$ cat src/rtl/fft_seq_ctrl.sv
// fft_seq_ctrl: sequencer for a 32-point, 5-stage pipelined FFT (frame/fill/flush control, butterfly and twiddle decode).
// Define FFT_SEQ_CTRL_BITREV_EN to report out_idx_o as natural-order bin number instead of arrival order.
module fft_seq_ctrl #(
  parameter int STG_LAT = 1
) (
  input  logic        clk,
  input  logic        rst_n,
  input  logic        valid_i,
  output logic        ready_o,
  output logic        en_o,
  output logic        zero_o,
  output logic [4:0]  bf_sel_o,
  output logic [15:0] tw_addr_o,
  output logic        valid_o,
  output logic [4:0]  out_idx_o,
  output logic        busy_o
);
  localparam logic [5:0] LAT = 6'(31 + 5 * STG_LAT);
  typedef enum logic [1:0] {IDLE, RUN, FLUSH} state_t;
  state_t state_q, state_d;
  logic [4:0] tc_q, tc_d, oc_q, oc_d;
  logic [5:0] fc_q, fc_d, fl_q, fl_d;
  always_comb begin
    state_d = state_q;
    en_o    = valid_i;
    zero_o  = 1'b0;
    case (state_q)
      IDLE:    if (valid_i) state_d = RUN;
      RUN:     if (!valid_i && tc_q == 5'd0) state_d = FLUSH;
      FLUSH: begin
        en_o   = 1'b1;
        zero_o = 1'b1;
        if (fl_q == LAT - 6'd1) state_d = IDLE;
      end
      default: state_d = IDLE;
    endcase
    valid_o = en_o && fc_q == LAT;
    tc_d    = en_o ? tc_q + 5'd1 : tc_q;
    fc_d    = (en_o && fc_q != LAT) ? fc_q + 6'd1 : fc_q;
    oc_d    = valid_o ? oc_q + 5'd1 : oc_q;
    fl_d    = state_q == FLUSH ? fl_q + 6'd1 : 6'd0;
    if (state_q == FLUSH && state_d == IDLE) begin
      tc_d = '0;
      fc_d = '0;
      oc_d = '0;
      fl_d = '0;
    end
  end
  always_ff @(posedge clk or negedge rst_n) begin
    if (!rst_n) begin
      state_q <= IDLE;
      tc_q    <= '0;
      fc_q    <= '0;
      oc_q    <= '0;
      fl_q    <= '0;
    end else begin
      state_q <= state_d;
      tc_q    <= tc_d;
      fc_q    <= fc_d;
      oc_q    <= oc_d;
      fl_q    <= fl_d;
    end
  end
  assign busy_o  = state_q != IDLE;
  assign ready_o = state_q != FLUSH;
  // Stage decode is blanked in IDLE: nothing of a frame is in the pipe yet.
  for (genvar k = 1; k <= 5; k++) begin : g_stg
    localparam logic [4:0] OFS = 5'(32 - (64 >> k) + (k - 1) * STG_LAT);
    logic [4:0] p;
    assign p = tc_q - OFS;
    assign bf_sel_o[k-1] = busy_o & p[5-k];
    if (k < 5) begin : g_tw
      assign tw_addr_o[4*k-1 -: 4] = busy_o ? 4'((p & 5'((32 >> k) - 1)) << (k - 1)) : 4'd0;
    end
  end
`ifdef FFT_SEQ_CTRL_BITREV_EN
  assign out_idx_o = {<<{oc_q}};
`else
  assign out_idx_o = oc_q;
`endif
endmodule

$ cat config.mk
export PLATFORM = sky130hd
export DESIGN_NAME = fft_seq_ctrl
export DESIGN_NICKNAME = d
export VERILOG_FILES = /design/src/rtl/fft_seq_ctrl.sv
export SDC_FILE = /design/constraint.sdc
export NUM_CORES = 1
export LEC_CHECK = 0
export ABC_CLOCK_PERIOD_IN_PS = 2700
export BUFFER_PORTS_ARGS = -buffer_cell sky130_fd_sc_hd__buf_4
export CORE_MARGIN = 2
export CORE_UTILIZATION = 30
export DETAILED_ROUTE_END_ITERATION = 10
export SYNTH_ARGS = -nofsm -noshare
export SYNTH_HDL_FRONTEND = slang
export SYNTH_SLANG_ARGS = --single-unit
$ cat constraint.sdc
create_clock -name clk -period 2.7 [get_ports clk]
set_clock_uncertainty 0.05 [all_clocks]
set_input_delay 0.135 -clock clk [delete_from_list [all_inputs] [get_ports clk]]
set_output_delay 0.135 -clock clk [all_outputs]
set_load 0.005 [all_outputs]
==> impl_metrics.json, run 1 <==
{
  "status": "finished clean",
  "share_seq_of_total_power_pct": 37.4,
  "syn_area_per_cell_sq_um": 9.64,
  "die-area_sq_um": 5560,
  "drt-initial-drc-count": 35,
  "synth_cell_types": 36,
  "period_share_pct": 76.0,
  "layout-drive-gt1-share_pct": 23.5,
  "min_delay_path_depth": 3,
  "min_from": "valid_i",
  "synth.ff_latch_count": 24,
  "place.port_buffers": 27,
  "switchingPower_mw": 0.555,
  "diodes": 0,
  "highest_clock_rate_mhz": 487,
  "ys.warnings.count": 0,
  "tritoncts": "built",
  "critical_path_class": "reg2out",
  "worst_setup_hold_path_clk_slew_ps": 80,
  "total_instance_count_after_detailed_placement": 241,
  "post-layout-total-power_mw": 1.59,
  "setup_total_negative_slack_ps": 0,
  "critPathArrivalTime_ps": 1870,
  "detailroute.wirelength.met3_um": 157,
  "critical_path.reg2reg.startpoint": "fl_q[0]",
  "leakagePower_nw": 0.804,
  "synthArstFlopShare_pct": 100,
  "hold_path_class": "in2reg",
  "via_per_inst": 4.35,
  "utilization_pct": 37.6,
  "pre_cts_slack_ps": 760,
  "yosys.area.top_type_share_pct": 40.2,
  "antenna_violations_before_repair": 0,
  "relSlewSlack_pct": 51.5,
  "clock-root-buffer": "sky130_fd_sc_hd__clkbuf_8",
  "largest_net_degree_at_the_start_of_global_routing": 25,
  "power.switching_fraction_pct": 34.9,
  "timing.final.ws_setup_ps": 648,
  "worst_skew_pair.late_latency_ps": 270,
  "post_cts_buffers": 0,
  "synthesis.instances": 155,
  "post-route-drc-count": 0,
  "globalplace.congestion": 0.741,
  "synth_top_area_cell": "sky130_fd_sc_hd__dfrtp_1",
  "vias": 1071,
  "synth_flop_cell": "sky130_fd_sc_hd__dfrtp_1",
  "peakVddDrop_mv": 0.384,
  "drt-total-wl_um": 2700,
  "critPathRequiredTime_ps": 2520,
  "rows": 25,
  "worst_setup_path_end_kind": "output port",
  "synth_top_cells_by_area": "sky130_fd_sc_hd__dfrtp_1 40%, sky130_fd_sc_hd__ha_1 8.4%, sky130_fd_sc_hd__nor2_1 7.3%, sky130_fd_sc_hd__buf_4 5.0%, sky130_fd_sc_hd__xnor2_1 4.1%",
  "minimum_clock_period_ps": 2050,
  "total_internal_power_mw": 1.04,
  "count_of_flip_flops_with_a_built_in_enable_after_synthesis": 0,
  "ys_seq_area_share_pct": 40.2,
  "mappedNetlistArea_sq_um": 1490,
  "grt_pass1_vias": 953,
  "cell_area_after_placement_sq_um": 1700,
  "floorplan.core_area_sq_um": 4750,
  "timing_max_transition_violations_final": 0,
  "setup_repair_after_global_routing_missed_its_margin": "no",
  "worstSetupStartpoint": "state_q[1]",
  "cts-resized-gates": 0,
  "timing.rr.end": "tc_q[2]",
  "initial_utilization_pct": 31.4,
  "highest_layer": "met4",
  "nets": 193,
  "overflow": 0,
  "fp.dieW_um": 74.6,
  "post-dp-hpwl_um": 2000,
  "worst_setup_path_start_kind": "flip-flop",
  "synth.top_cells.by_count": "29 x sky130_fd_sc_hd__nor2_1, 24 x sky130_fd_sc_hd__dfrtp_1, 10 x sky130_fd_sc_hd__buf_4, 10 x sky130_fd_sc_hd__ha_1, 10 x sky130_fd_sc_hd__inv_1",
  "cellPowerDensity_nw_per_um2": 892,
  "power.share.clock_pct": 19.8,
  "r2r.worst_path.cells": 4,
  "comb_power_share_pct": 42.9,
  "met2RoutedLength_um": 1220,
  "wire_length_of_the_first_global_routing_pass_um": 4520,
  "fin_worst_hold_slack_ps": 138,
  "clock_sinks": 24,
  "crit_fanout": 8,
  "firstDrtPassIters": 4,
  "grt_use_total_pct": 10.6,
  "boundaryPins": 34,
  "layoutNonFillerInstCount": 246,
  "ctsLongestPathBuffers": 2,
  "area_growth_pct": 19.5,
  "hold_viol_final": 0,
  "die_span_y_um": 74.6,
  "yosysMostFrequentCell": "sky130_fd_sc_hd__nor2_1",
  "whs_endpoint": "state_q[0]",
  "htree_levels": 1,
  "final_antenna_net_count": 0,
  "drt-met1-wl_um": 1300,
  "timing.reg2reg.setup_slack_ps": 780,
  "final_instance_area_sq_um": 1790,
  "routedWlPerCell_um": 11.0,
  "cts_buffers": 3,
  "worst-slew-pin-transition_ps": 725,
  "finalSetupViolations": 0,
  "drv.max_cap_violation_count": 0
}
worst max path at each step:
stage	to	cells after the start
floorplan	tc_q[1]	5
CTS	valid_o	4
global placement	out_idx_o[2]	4
detailed placement	out_idx_o[2]	4
finish	valid_o	4
global route	valid_o	4
cell families after synthesis:
logic type | Yosys count | synth area share [%]
and+or+nand+nor | 64 | 21.9
adders and majority gates | 10 | 8.38
other | 1 | 0.251
buffers and inverters | 24 | 9.46
muxes | 1 | 0.670
DFF | 24 | 40.2
AOI/OAI and AO/OA | 19 | 12.1
xor gates and xnor gates | 12 | 7.04
registers in the layout, indices dropped and copies added (netlist names):
register   count
fc_q           6
fl_q           6
out_idx_o      5
state_q        2
tc_q           5
per-layer routing:
metal  track usage (%)  up-vias
met5                 0        -
li1                  -      547
met2              16.0       27
met1              14.7      493
met4              3.57        0
met3              2.98        4
worst max-delay path: stages, from the launching register on:
cell and delay, ps:
sky130_fd_sc_hd__dfrtp_1 390, sky130_fd_sc_hd__nor2b_2 520, sky130_fd_sc_hd__inv_6 120, sky130_fd_sc_hd__a211oi_4 390
sky130_fd_sc_hd__buf_4 180
power by group through the flow:
| stage | Combinational [mW] | Sequential, mW | Clock [mW] |
|---|---|---|---|
| finish | 0.683 | 0.595 | 0.315 |
| global route | 0.791 | 0.617 | 0.345 |
| CTS | 0.694 | 0.595 | 0.328 |
| detailed placement | 0.689 | 0.602 | 0 |
| global placement | 0.683 | 0.602 | 0 |
| floorplan | 0.416 | 0.571 | 0 |
cell type report:
type	count	area [sq um]
well taps	67	83.8
inverters	11	46.3
fillers	507	2970
multi-input cells	112	771
flip-flops and latches	24	601
clock buffers	3	41.3
clock inverters	1	30.0
repair buffers	28	213
placed cells by master (no fill, tap or decap), types with 2 or more instances in the layout:
cell type | netlist | final
sky130_fd_sc_hd__dfrtp_1 | 24 | 24
sky130_fd_sc_hd__nand3_1 | 6 | 6
sky130_fd_sc_hd__a21oi_1 | 6 | 6
sky130_fd_sc_hd__clkbuf_8 | 0 | 3
sky130_fd_sc_hd__nor2b_1 | 5 | 5
sky130_fd_sc_hd__buf_4 | 10 | 27
sky130_fd_sc_hd__nor2_1 | 29 | 29
sky130_fd_sc_hd__ha_1 | 10 | 10
sky130_fd_sc_hd__a2111oi_4 | 2 | 2
sky130_fd_sc_hd__o21ai_0 | 3 | 3
sky130_fd_sc_hd__nor3_1 | 5 | 5
sky130_fd_sc_hd__and3_1 | 3 | 3
sky130_fd_sc_hd__or3_1 | 2 | 2
sky130_fd_sc_hd__xor2_1 | 5 | 5
sky130_fd_sc_hd__inv_1 | 10 | 10
sky130_fd_sc_hd__conb_1 | 1 | 6
sky130_fd_sc_hd__nand2_1 | 8 | 8
sky130_fd_sc_hd__xnor2_1 | 7 | 7
timing repair:
action,4_1_cts,5_1_grt
hold endpoints to repair,24,0
endpoints found under the setup margin,0,0
hold buffers,1,0
Note: power is estimated with default switching activity, not from simulation.
==> inputs of run 2 (changes only) <==
--- a/config.mk
+++ b/config.mk
@@ -5,7 +5,7 @@
 export SDC_FILE = /design/constraint.sdc
 export NUM_CORES = 1
 export LEC_CHECK = 0
-export ABC_CLOCK_PERIOD_IN_PS = 2700
+export ABC_CLOCK_PERIOD_IN_PS = 1900
 export BUFFER_PORTS_ARGS = -buffer_cell sky130_fd_sc_hd__buf_4
 export CORE_MARGIN = 2
 export CORE_UTILIZATION = 30
==> constraint.sdc (replaced) <==
create_clock -name clk -period 1.9 [get_ports clk]
set_clock_uncertainty 0.05 [all_clocks]
set_input_delay 0.095 -clock clk [delete_from_list [all_inputs] [get_ports clk]]
set_output_delay 0.095 -clock clk [all_outputs]
set_load 0.005 [all_outputs]
==> run 2 against run 1 <==
Final cell count is 1.6% higher. Via count is 0.93% higher. Sequential share of layout area is 0.49 points lower. Sequential power is 43% higher. Cell area is 1.5% higher. Critical endpoint is now state_q[1].
==> impl_metrics.json, run 2 (same netlist as run 1, synthesis figures left out) <==
{
  "status": "finished clean",
  "grt_pass1_vias": 1058,
  "timing.reg2reg.setup_slack_ps": 140,
  "seqCellArea_sq_um": 601,
  "cts_buffers": 3,
  "critical_path.reg2reg.startpoint": "tc_q[1]",
  "place.port_buffers": 27,
  "final_instance_area_sq_um": 1810,
  "hold_path_class": "in2reg",
  "nets": 198,
  "worst_setup_path_start_kind": "flip-flop",
  "min_delay_path_depth": 3,
  "timing_max_transition_violations_final": 0,
  "cellPowerDensity_nw_per_um2": 1190,
  "wire_length_of_the_first_global_routing_pass_um": 4910,
  "cpLargestDelayFamily": "simple AND/OR/NAND/NOR gates",
  "critical_path_class": "reg2reg",
  "layout-drive-gt1-share_pct": 25.7,
  "crit_fanout": 5,
  "diodes": 0,
  "vias": 1081,
  "min_from": "valid_i",
  "drv.max_cap_violation_count": 0,
  "hold_viol_final": 0,
  "leakagePower_nw": 0.819,
  "area_used_by_multi_input_combinational_logic_sq_um": 777,
  "drt-total-wl_um": 2790,
  "wp_buf_inv": 1,
  "largest_net_degree_at_the_start_of_global_routing": 25,
  "timing.rr.end": "state_q[1]",
  "r2r.worst_path.cells": 6,
  "globalplace.congestion": 0.720,
  "cpMostUsedCell": "sky130_fd_sc_hd__nand2_1",
  "critPathArrivalTime_ps": 1910,
  "die_span_y_um": 74.6,
  "setup_repair_after_global_routing_missed_its_margin": "no",
  "setup_total_negative_slack_ps": 0,
  "period_share_pct": 92.6,
  "worst_setup_hold_path_clk_slew_ps": 80,
  "final_antenna_net_count": 0,
  "clock-root-buffer": "sky130_fd_sc_hd__clkbuf_8",
  "htree_levels": 1,
  "die-area_sq_um": 5560,
  "highest_clock_rate_mhz": 568,
  "finalSetupViolations": 0,
  "peakVddDrop_mv": 0.507,
  "post-route-drc-count": 0,
  "cell_by_cell_trace_of_the_critical_path": "inv_1 -> ha_1 -> or4b_2 -> nor3_1 -> nand2_1 -> nand2_1",
  "slowest_delay_ps": 600,
  "path_depth": 6,
  "worst_skew_pair.late_latency_ps": 260,
  "overflow": 0,
  "fp.dieW_um": 74.6,
  "timing.critical_path.slowest_stage_cell": "sky130_fd_sc_hd__or4b_2",
  "firstDrtPassIters": 3,
  "grt_use_total_pct": 11.1,
  "critPathRequiredTime_ps": 2050,
  "worst_setup_path_end_kind": "flip-flop",
  "drt-initial-drc-count": 29,
  "via_per_inst": 4.32,
  "commonest_non_fill_non_tap_cell_in_the_layout": "sky130_fd_sc_hd__buf_4",
  "clock_sinks": 24,
  "largest_registers": "fc_q (6), fl_q (6)",
  "whs_endpoint": "state_q[0]",
  "layout_common_cells": "31 x sky130_fd_sc_hd__buf_4, 29 x sky130_fd_sc_hd__nor2_1, 24 x sky130_fd_sc_hd__dfrtp_1",
  "initial_utilization_pct": 31.4,
  "rows": 25,
  "routedWlPerCell_um": 11.2,
  "floorplan.core_area_sq_um": 4750,
  "area_growth_pct": 21.3,
  "antenna_violations_before_repair": 0,
  "minimum_clock_period_ps": 1760,
  "boundaryPins": 34,
  "tritoncts": "built",
  "ctsLongestPathBuffers": 2,
  "fillers": 517,
  "post-dp-hpwl_um": 2050,
  "cell_area_after_placement_sq_um": 1750
}
[run 2: cell count changes in the layout (fill, tap and decap cells not counted), sizes merged]
cell | before | now
buf | 27 | 32
bufinv | 1 | 0
[run 2: power breakdown]
group	total (mW)	internal, mW	switching, mW
Sequential	0.853	0.652	0.201
Clock	0.292	0.141	0.151
Combinational	1.01	0.555	0.451
Total	2.15	1.35	0.803
[run 2: worst max path at each step]
| stage | from | endpoint | slack [ps] |
|---|---|---|---|
| 2_1_floorplan | fl_q[0] | tc_q[1] | 260 |
| 3_3_place_gp | tc_q[0] | state_q[0] | 160 |
| 6_report | tc_q[1] | state_q[1] | 140 |
| 4_1_cts | fc_q[0] | valid_o | 20 |
| 3_5_place_dp | tc_q[0] | state_q[0] | 160 |
| 5_1_grt | tc_q[0] | state_q[1] | 40 |
[run 2: metrics by stage]
| stage | std cells | worst slack [ps] | total power [mW] | hold WS, ps | utilization [%] |
|---|---|---|---|---|---|
| finish | 250 | 140 | 2.15 | 106 | 38.1 |
| floorplan | 160 | 255 | 1.40 | -251 | - |
| CTS | 249 | 18.5 | 2.18 | 97.8 | 37.8 |
| detailed placement | 245 | 162 | 1.87 | -28.4 | 36.7 |
| global placement | 245 | 156 | 1.85 | -29.8 | 36.7 |
| global route | 250 | 37.3 | 2.37 | 129 | 38.1 |
[run 2: timing repair]
item                                    CTS  global route
buffers inserted                          0             1
hold buffers                              1             0
endpoints found under the setup margin    0             2
endpoints found under the hold margin    24             0
gates resized for setup                   0             1
[run 2: worst register-to-register path: cells and delay by family, from the launching register on]
family,cells,cell delay [ps]
and+or+nand+nor,4,880
DFF,1,430
buffers and inverters,1,170
adders and majority gates,1,170
[run 2: routing by layer]
metal	track usage, %	vias up	share of wire, %
met5	0	-	0
li1	-	553	-
met4	2.78	0	0.61
met2	17.7	25	44
met3	1.22	2	4.5
met1	16.2	501	51
[run 2: cell type report]
cell class                 count  area share, %
multi-input combinational    112           42.9
sequential                    24           33.1
timing repair buffer          33           14.5
tap                           67           4.63
inverter                      11           2.56
clock buffer                   3           2.28
==> inputs of run 3 (changes only) <==
--- a/config.mk
+++ b/config.mk
@@ -7,9 +7,11 @@
 export LEC_CHECK = 0
 export ABC_CLOCK_PERIOD_IN_PS = 1900
 export BUFFER_PORTS_ARGS = -buffer_cell sky130_fd_sc_hd__buf_4
-export CORE_MARGIN = 2
-export CORE_UTILIZATION = 30
+export CORE_MARGIN = 1
+export CORE_UTILIZATION = 53
+export CTS_BUF_LIST = sky130_fd_sc_hd__clkbuf_4 sky130_fd_sc_hd__clkbuf_8 sky130_fd_sc_hd__clkbuf_16
 export DETAILED_ROUTE_END_ITERATION = 10
+export PLACE_DENSITY = 0.79
 export SYNTH_ARGS = -nofsm -noshare
 export SYNTH_HDL_FRONTEND = slang
 export SYNTH_SLANG_ARGS = --single-unit
==> run 3 against run 2 <==
Power shrank 1.2%. Flip-flop and latch count is the same. Worst hold slack lost 60 ps. Combinational power is essentially flat. Worst setup slack lost 40 ps. Cell area shrank 2.8%. Critical path depth shrank 1. Clock power shrank 9.9%. Non-clock buffer count grew 1. Sequential power shrank 1%. Register-to-register slack is essentially flat. Largest power group unchanged. Highest routed layer unchanged.
==> impl_metrics.json, run 3 (same netlist as run 1, synthesis figures left out) <==
{
  "status": "finished clean",
  "post-dp-hpwl_um": 2000,
  "htree_levels": 1,
  "finalSetupViolations": 0,
  "cts_buffers": 3,
  "r2r.worst_path.cells": 7,
  "post-route-drc-count": 0,
  "area_growth_pct": 17.9,
  "worst_setup_hold_path_clk_slew_ps": 130,
  "highest_clock_rate_mhz": 555,
  "layout_common_cells": "32 x sky130_fd_sc_hd__buf_4, 29 x sky130_fd_sc_hd__nor2_1, 24 x sky130_fd_sc_hd__dfrtp_1",
  "die-area_sq_um": 3030,
  "worst_setup_path_start_kind": "flip-flop",
  "worst_skew_pair.late_latency_ps": 300,
  "crit_fanout": 5,
  "critPathArrivalTime_ps": 1660,
  "fillers": 219,
  "drt-total-wl_um": 2630,
  "minimum_clock_period_ps": 1800,
  "area_used_by_multi_input_combinational_logic_sq_um": 771,
  "place.port_buffers": 27,
  "routedWlPerCell_um": 12.2,
  "hold_path_class": "in2reg",
  "boundaryPins": 34,
  "largest_net_degree_at_the_start_of_global_routing": 25,
  "vias": 1091,
  "commonest_non_fill_non_tap_cell_in_the_layout": "sky130_fd_sc_hd__buf_4",
  "seqCellArea_sq_um": 601,
  "setup_total_negative_slack_ps": 0,
  "ctsLongestPathBuffers": 2,
  "initial_utilization_pct": 58.2,
  "fp.dieW_um": 55.1,
  "worst_setup_path_end_kind": "output port",
  "firstDrtPassIters": 3,
  "cts-resized-gates": 0,
  "critPathRequiredTime_ps": 1750,
  "drt-initial-drc-count": 5,
  "final_instance_area_sq_um": 1760,
  "peakVddDrop_mv": 0.812,
  "fin_worst_hold_slack_ps": 46.4,
  "clock_sinks": 24,
  "overflow": 0,
  "setup_repair_after_global_routing_missed_its_margin": "no",
  "via_per_inst": 5.07,
  "largest_registers": "fc_q (6), fl_q (6)",
  "wire_length_of_the_first_global_routing_pass_um": 4120,
  "cellPowerDensity_nw_per_um2": 1210,
  "nets": 199,
  "min_delay_path_depth": 3,
  "timing_max_transition_violations_final": 0,
  "drv.max_cap_violation_count": 0,
  "clock-root-buffer": "sky130_fd_sc_hd__clkbuf_4",
  "grt_use_total_pct": 19.4,
  "cell_area_after_placement_sq_um": 1710,
  "tritoncts": "built",
  "hold_viol_final": 0,
  "leakagePower_nw": 0.823,
  "floorplan.core_area_sq_um": 2570,
  "antenna_violations_before_repair": 0,
  "diodes": 0,
  "period_share_pct": 94.8,
  "rows": 18,
  "grt_pass1_vias": 944,
  "globalplace.congestion": 0.714,
  "die_span_y_um": 55.1,
  "final_antenna_net_count": 0,
  "layout-drive-gt1-share_pct": 25.9,
  "critical_path_class": "reg2out"
}
==> run 3: changes by cell type in the layout (fill, tap and decap cells not counted) <==
cell	previous run	this run
sky130_fd_sc_hd__clkbuf_4	0	3
sky130_fd_sc_hd__clkbuf_8	3	1
sky130_fd_sc_hd__o22ai_2	1	0
sky130_fd_sc_hd__buf_4	31	32
sky130_fd_sc_hd__o22ai_1	0	1
==> run 3: through the flow <==
stage	setup WS [ps]	utilization, %	power, mW	instances
CTS	93.8	68.6	2.15	215
global placement	236	66.5	1.83	209
finish	99.7	68.6	2.12	215
detailed placement	161	66.5	1.88	209
floorplan	255	-	1.40	160
global route	13.5	68.6	2.33	215
==> run 3: worst max-delay path, cell delays in order, from the launching register on <==
cell	delay, ps
sky130_fd_sc_hd__dfrtp_1	420
sky130_fd_sc_hd__inv_1	100
sky130_fd_sc_hd__ha_1	160
sky130_fd_sc_hd__nand4b_2	230
sky130_fd_sc_hd__a211oi_4	280
sky130_fd_sc_hd__buf_4	150
==> run 3: path summary, 6_finish.rpt <==
check | from | endpoint | slack [ps]
max | fc_q[0] | valid_o | 100
min | valid_i | state_q[0] | 50
max reg2reg | fc_q[0] | out_idx_o[1] | 150
min reg2reg | fl_q[0] | fl_q[0] | 420
max in group asynchronous | rst_n | fc_q[3] | 1420
min in group asynchronous | rst_n | out_idx_o[2] | 160
==> run 3: cell type report <==
class | instances | area share [%]
Multi-Input combinational cell | 112 | 43.7
Clock buffer | 4 | 2.06
Sequential cell | 24 | 34.1
Timing Repair Buffer | 34 | 15.3
Inverter | 11 | 2.63
Tap cell | 30 | 2.13
==> run 3: report_power, final <==
group          total [mW]  internal, mW  leakage (nW)  switching (mW)
Combinational        1.02         0.566         0.512           0.454
Clock               0.263         0.117        0.0210           0.146
Sequential          0.842         0.651         0.290           0.191
==> run 3: what timing repair did <==
item,4_1_cts,5_1_grt
buffers inserted,1,0
endpoints found under the setup margin,1,0
hold endpoints to repair,24,0
hold buffers,1,0
==> run 3: metal layers <==
metal | routed length [um] | GRT usage (%) | part of all wire, %
met4 | 19 | 7.92 | 0.72
met3 | 99 | 1.91 | 3.8
met1 | 1180 | 23.5 | 45
met5 | 0 | 0 | 0
met2 | 1340 | 34.9 | 51
